[src/rtl/exc_ctrl.sv]
// Exception / ERET arbiter at the commit boundary. Picks the highest-priority
// cause of a committing instruction, sends one registered capture pulse to CP0
// (or a clear_exl pulse for ERET), flushes the pipeline and holds a redirect
// request until fetch accepts it.
//
// Handshake: the redirect transfers in a cycle where redirect_valid and
// redirect_ready are both high. While redirect_valid is high, redirect_pc is
// held stable and commit_ready is low, so any commit_valid is ignored.
module exc_ctrl #(
  parameter logic [31:0] GEN_VECTOR    = 32'hBFC0_0380,
  parameter logic [31:0] REFILL_VECTOR = 32'hBFC0_0200
) (
  input  logic        clk,
  input  logic        rst,
  input  logic        commit_valid,
  output logic        commit_ready,
  input  logic [31:0] commit_pc,
  input  logic        commit_bd,
  input  logic        commit_eret,
  input  logic        f_adel,
  input  logic        f_tlb_miss,
  input  logic        f_tlb_inv,
  input  logic        ri,
  input  logic        sys,
  input  logic        brk,
  input  logic        ov,
  input  logic        d_adel,
  input  logic        d_ades,
  input  logic        d_tlb_miss,
  input  logic        d_tlb_inv,
  input  logic        d_mod,
  input  logic        d_store,
  input  logic [31:0] d_vaddr,
  input  logic        allow_int,
  input  logic [7:0]  interrupt_flag,
  input  logic        in_exl,
  input  logic [31:0] epc_i,
  output logic        exp_en,
  output logic        exp_bd,
  output logic [31:0] exp_epc,
  output logic [4:0]  exp_code,
  output logic [31:0] exp_badvaddr,
  output logic        exp_badvaddr_we,
  output logic        clear_exl,
  output logic        flush,
  output logic        redirect_valid,
  output logic [31:0] redirect_pc,
  input  logic        redirect_ready
);

  typedef enum logic {IDLE = 1'b0, REDIR = 1'b1} state_e;

  state_e      state_q, state_d;
  logic        exp_en_q, exp_en_d;
  logic        clear_exl_q, clear_exl_d;
  logic        flush_q, flush_d;
  logic        exp_bd_q, exp_bd_d;
  logic [31:0] exp_epc_q, exp_epc_d;
  logic [4:0]  exp_code_q, exp_code_d;
  logic [31:0] exp_badvaddr_q, exp_badvaddr_d;
  logic        exp_badvaddr_we_q, exp_badvaddr_we_d;
  logic [31:0] redirect_pc_q, redirect_pc_d;

  logic        int_pend;
  logic        cause_exc;
  logic [4:0]  cause_code;
  logic        cause_bad_we;
  logic [31:0] cause_bad;
  logic        cause_refill;

  assign int_pend = allow_int & (|interrupt_flag);

  // Priority decode of the committing instruction's exception cause
  always_comb begin
    cause_exc    = 1'b1;
    cause_code   = 5'd0;
    cause_bad_we = 1'b0;
    cause_bad    = 32'd0;
    cause_refill = 1'b0;
    if (int_pend) begin
      cause_code = 5'd0;
    end else if (f_adel) begin
      cause_code   = 5'd4;
      cause_bad_we = 1'b1;
      cause_bad    = commit_pc;
    end else if (f_tlb_miss || f_tlb_inv) begin
      cause_code   = 5'd2;
      cause_bad_we = 1'b1;
      cause_bad    = commit_pc;
      cause_refill = f_tlb_miss;
    end else if (ri) begin
      cause_code = 5'd10;
    end else if (sys) begin
      cause_code = 5'd8;
    end else if (brk) begin
      cause_code = 5'd9;
    end else if (ov) begin
      cause_code = 5'd12;
    end else if (d_adel || d_ades) begin
      cause_code   = d_adel ? 5'd4 : 5'd5;
      cause_bad_we = 1'b1;
      cause_bad    = d_vaddr;
    end else if (d_tlb_miss || d_tlb_inv) begin
      cause_code   = d_store ? 5'd3 : 5'd2;
      cause_bad_we = 1'b1;
      cause_bad    = d_vaddr;
      cause_refill = d_tlb_miss;
    end else if (d_mod) begin
      cause_code   = 5'd1;
      cause_bad_we = 1'b1;
      cause_bad    = d_vaddr;
    end else begin
      cause_exc = 1'b0;
    end
  end

  // Next-state and registered output computation
  always_comb begin
    state_d           = state_q;
    exp_en_d          = 1'b0;
    clear_exl_d       = 1'b0;
    flush_d           = 1'b0;
    exp_badvaddr_we_d = 1'b0;
    exp_bd_d          = exp_bd_q;
    exp_epc_d         = exp_epc_q;
    exp_code_d        = exp_code_q;
    exp_badvaddr_d    = exp_badvaddr_q;
    redirect_pc_d     = redirect_pc_q;
    case (state_q)
      IDLE: begin
        if (commit_valid && (cause_exc || commit_eret)) begin
          state_d = REDIR;
          flush_d = 1'b1;
          if (cause_exc) begin
            exp_en_d          = 1'b1;
            exp_code_d        = cause_code;
            exp_epc_d         = commit_pc;
            exp_bd_d          = commit_bd;
            exp_badvaddr_we_d = cause_bad_we;
            if (cause_bad_we) exp_badvaddr_d = cause_bad;
            redirect_pc_d     = (cause_refill && !in_exl) ? REFILL_VECTOR : GEN_VECTOR;
          end else begin
            clear_exl_d   = 1'b1;
            redirect_pc_d = epc_i;
          end
        end
      end
      REDIR: begin
        if (redirect_ready) state_d = IDLE;
      end
      default: state_d = IDLE;
    endcase
  end

  // State and output registers with synchronous reset
  always_ff @(posedge clk) begin
    if (rst) begin
      state_q           <= IDLE;
      exp_en_q          <= 1'b0;
      clear_exl_q       <= 1'b0;
      flush_q           <= 1'b0;
      exp_bd_q          <= 1'b0;
      exp_epc_q         <= 32'd0;
      exp_code_q        <= 5'd0;
      exp_badvaddr_q    <= 32'd0;
      exp_badvaddr_we_q <= 1'b0;
      redirect_pc_q     <= 32'd0;
    end else begin
      state_q           <= state_d;
      exp_en_q          <= exp_en_d;
      clear_exl_q       <= clear_exl_d;
      flush_q           <= flush_d;
      exp_bd_q          <= exp_bd_d;
      exp_epc_q         <= exp_epc_d;
      exp_code_q        <= exp_code_d;
      exp_badvaddr_q    <= exp_badvaddr_d;
      exp_badvaddr_we_q <= exp_badvaddr_we_d;
      redirect_pc_q     <= redirect_pc_d;
    end
  end

  assign commit_ready    = (state_q == IDLE);
  assign redirect_valid  = (state_q == REDIR);
  assign redirect_pc     = redirect_pc_q;
  assign exp_en          = exp_en_q;
  assign clear_exl       = clear_exl_q;
  assign flush           = flush_q;
  assign exp_bd          = exp_bd_q;
  assign exp_epc         = exp_epc_q;
  assign exp_code        = exp_code_q;
  assign exp_badvaddr    = exp_badvaddr_q;
  assign exp_badvaddr_we = exp_badvaddr_we_q;

endmodule
[config.mk]
export PLATFORM = sky130hd
export DESIGN_NAME = exc_ctrl
export DESIGN_NICKNAME = d
export VERILOG_FILES = /design/src/rtl/exc_ctrl.sv
export SDC_FILE = /design/constraint.sdc
export NUM_CORES = 1
export LEC_CHECK = 0
export BUFFER_PORTS_ARGS = -buffer_cell sky130_fd_sc_hd__buf_2
export CAP_MARGIN = 10
export CELL_PAD_IN_SITES_DETAIL_PLACEMENT = 1
export CELL_PAD_IN_SITES_GLOBAL_PLACEMENT = 2
export CORE_MARGIN = 2
export CORE_UTILIZATION = 26
export CTS_CLUSTER_SIZE = 24
export DETAILED_ROUTE_END_ITERATION = 16
export PLACE_DENSITY = 0.95
export SYNTH_ARGS = -nofsm -noshare
export SYNTH_HDL_FRONTEND = slang
export SYNTH_SLANG_ARGS = --single-unit
[constraint.sdc]
create_clock -name clk -period 6.5 [get_ports clk]
set_clock_uncertainty 0.1 [all_clocks]
set_input_delay 1.3 -clock clk [delete_from_list [all_inputs] [get_ports clk]]
set_output_delay 1.3 -clock clk [all_outputs]
set_load 0.05 [all_outputs]
==> tab_implementation.tex <==
\begin{tabular}{lr}
\hline
Metric & Value \\
\hline
\multicolumn{2}{l}{\textbf{Status}} \\
\quad Result of the run & complete, no violations \\
\multicolumn{2}{l}{\textbf{Clocking}} \\
\quad Clock tree root buffer cell & clkbuf\_16 \\
\quad Clock network latency to the later pin of the worst-skew pair & 0.34 ns \\
\quad Total of hold buffers inserted after clock tree synthesis & 0 \\
\quad Number of setup buffers added after CTS & 0 \\
\quad Reg clk slew, reported paths & 0.07 ns \\
\quad TritonCTS clock tree & done \\
\quad Post-CTS sizing & 0 \\
\quad \# H-tree levels & 3 \\
\quad Number of buffers created by CTS & 9 \\
\quad Buffers from clock root to sink, at most & 2 \\
\quad CTS Sinks & 106 \\
\multicolumn{2}{l}{\textbf{Worst setup path}} \\
\quad Crit Reg-Reg Startpoint & redirect\_valid \\
\quad Buffers plus inverters on the worst setup path & 2 \\
\quad CP max stage delay & 0.69 ns \\
\quad Cell type group with the largest total delay on the critical path & simple AND/OR/NAND/NOR gates \\
\quad Critical path startpoint category & input pin \\
\quad Worst setup path startpoint & f\_tlb\_inv \\
\quad Element type at the critical path end & flop \\
\quad Flop2flop setup slack & 4.35 ns \\
\quad Type of the worst setup path & input pin to flop \\
\quad Req. time, crit path & 6.68 ns \\
\quad Crit-path max FO & 34 \\
\quad Max stage delay cell, worst path & nor2\_2 \\
\quad Critical path arrival & 3.63 ns \\
\quad Crit-path cells & buf\_2 > or3\_1 > buf\_4 > nor4\_4 > nand4\_4 > nor2\_2 > a22o\_1 \\
\multicolumn{2}{l}{\textbf{Final layout}} \\
\quad Most frequent standard cell in the layout excluding fill and tap cells & buf\_2 \\
\quad Final cell utilization of the core & 0.363 \\
\quad Final cell area excluding filler cells & 5720 um\^{}2 \\
\quad Fillers & 1961 \\
\quad Commonest cells after routing, fill and taps aside & buf\_2, dfxtp\_1, nand2\_1 \\
\quad Area added between synthesis and finish & 37.6\% \\
\quad Finished Layout Cells & 879 \\
\quad Net count, final & 782 \\
\quad Ratio of cells with drive above 1 in the final layout & 0.432 \\
\multicolumn{2}{l}{\textbf{Worst hold path}} \\
\quad Worst hold-check path type & flop to flop \\
\quad Beginning of the worst hold path & exp\_code[2] \\
\multicolumn{2}{l}{\textbf{Synth}} \\
\quad Async set or reset register ratio after synthesis & 0 \\
\quad Share of the synthesized area in the top cell type & 0.510 \\
\quad Total number of yosys warnings & 0 \\
\quad Synth area leader & dfxtp\_1 \\
\quad Post-synth cell types & 41 \\
\quad Mean post-synth cell area & 9.33 um\^{}2 \\
\quad Sequential-to-total area share from yosys stat & 0.510 \\
\quad Net count after synthesis & 571 \\
\quad Synthesized netlist cell count & 446 \\
\quad Largest cells by area after synthesis & dfxtp\_1, nand2\_1, a22oi\_1 \\
\quad Total standard cell area after synthesis & 4160 um\^{}2 \\
\quad Dominant synthesized flop cell & dfxtp\_1 \\
\quad Count of flip-flops with a built-in enable after synthesis & 0 \\
\quad Number of flip-flops and latches in the synthesized netlist & 106 \\
\multicolumn{2}{l}{\textbf{STA}} \\
\quad Final setup violation count & 0 \\
\quad Unrepaired setup endpoints after global routing & no \\
\quad Slew Limit Fails & 0 \\
\quad Worst max-slew margin expressed relative to the limit & 0.305 \\
\quad Final period demand of the worst path & 3.45 ns \\
\quad Tcrit/Tclk final & 0.531 \\
\quad Final setup slack of the worst path & 3.05 ns \\
\quad Number of hold violations in the final report & 0 \\
\quad Final sum of negative setup slack & 0 ns \\
\quad Worst-Margin Slew & 1.04 ns \\
\quad Hold Slack & 0.351 ns \\
\quad Achievable Freq & 0.290 GHz \\
\multicolumn{2}{l}{\textbf{Placement}} \\
\quad Pre-CTS setup slack & 2.69 ns \\
\quad Total placed cells including tap cells & 862 \\
\quad Placed standard-cell area & 5460 um\^{}2 \\
\quad HPWL after DPL & 10400 um \\
\quad Count of port buffers added during placement & 231 \\
\quad Placer congestion estimate & 0.756 \\
\multicolumn{2}{l}{\textbf{Detailed routing}} \\
\quad Initial DRC Count & 137 \\
\quad Total iterations of the first detailed-routing run & 4 \\
\quad Average vias per placed instance & 4.63 \\
\quad WL per Instance & 16.0 um \\
\quad Wire length after detailed routing & 14100 um \\
\quad DRC & 0 \\
\quad Number of nets with antenna violations after routing & 0 \\
\quad Vias & 4072 \\
\multicolumn{2}{l}{\textbf{Die}} \\
\quad Horizontal die dimension & 130 um \\
\quad Number of standard-cell rows in the floorplan & 46 \\
\quad I/O pins & 233 \\
\quad Core area & 15800 um\^{}2 \\
\quad Die boundary height & 130 um \\
\quad Initial Utilization & 0.264 \\
\quad Total Die Area & 17000 um\^{}2 \\
\multicolumn{2}{l}{\textbf{Power and ir drop}} \\
\quad Total Power Consumption & 1.52 mW \\
\quad Worst ir drop on vdd & 0.110 mV \\
\quad Ratio of total power to cell area & 266 nW/um\^{}2 \\
\quad Leakage & 2.59 nW \\
\multicolumn{2}{l}{\textbf{GRT}} \\
\quad Wire length of the first global-routing pass & 21000 um \\
\quad Initial antenna violation count & 1 \\
\quad Global router's overall resource usage & 0.158 \\
\quad Maximum number of pins on one net before global-route repair & 66 \\
\quad Overflow left after global routing & 0 \\
\quad Via count of the first global-routing pass & 4088 \\
\multicolumn{2}{l}{\textbf{Flow run}} \\
\quad \# Max-Cap Violations & 0 \\
\hline
\end{tabular}
## logic make-up (layout without fill, tap and decap cells)
group | after synthesis | after routing | share of synthesized area
buf+inv | 40 | 256 | 0.0517
other cells | 1 | 2 | 0.000902
flops | 106 | 106 | 0.510
simple gates | 152 | 152 | 0.159
compound gates | 147 | 147 | 0.278
## final cells by class
type	count	area, um^2	share of cell area
clock buffers	14	254	0.0444
repair buffers	237	1200	0.210
well taps	216	270	0.0472
flip-flops and latches	106	2120	0.371
clock inverters	2	12.5	0.00219
diodes	1	2.50	0.000437
inverters	3	11.3	0.00197
multi-input cells	300	1850	0.323
## where the power goes
group          leakage (nW)  total, mW  internal, mW  switching [mW]
logic                  1.59      0.318        0.0895           0.229
clock network         0.127      0.505         0.271           0.234
registers             0.869      0.699         0.683          0.0158
## state kept, by name, summed over array words and instances (netlist names)
register         flops
clear_exl            1
exp_badvaddr        32
exp_badvaddr_we      1
exp_bd               1
exp_code             4
exp_en               1
exp_epc             32
flush                1
redirect_pc         32
redirect_valid       1
## path summary, 6_finish.rpt
kind | cells after the start | to
setup reg to reg | 5 | exp_code[1]
hold reg to reg | 2 | exp_code[2]
hold / removal | 2 | exp_code[2]
setup / recovery | 7 | redirect_pc[18]
## worst register-to-register path, stage by stage, from the launching register on
cell	delay [ns]
dfxtp_1	0.35
inv_1	0.08
nand2_1	0.18
a21oi_4	0.85
o311ai_0	0.32
a21oi_1	0.20
## routing by layer
layer / up-vias / wire length (um) / global-route usage
li1: 2015 / - / -
met5: - / 0 / 0
met4: 0 / 291 / 0.0663
met1: 1896 / 5910 / 0.184
met3: 19 / 973 / 0.0452
met2: 142 / 6890 / 0.274
## Yosys cell counts (2+ instances only)
library cell	number
nor4_1	3
or2_2	2
nand2_1	72
buf_4	6
a21oi_1	35
nor2b_1	4
buf_8	2
a22o_1	20
o221a_2	2
a22oi_1	31
or4_1	2
nor3_1	3
inv_1	3
a211oi_1	20
or3_1	4
a211oi_2	18
a21oi_2	5
buf_2	10
dfxtp_1	106
clkbuf_1	18
o22ai_1	5
nor2_1	56
Note: power is estimated with default switching activity, not from simulation.
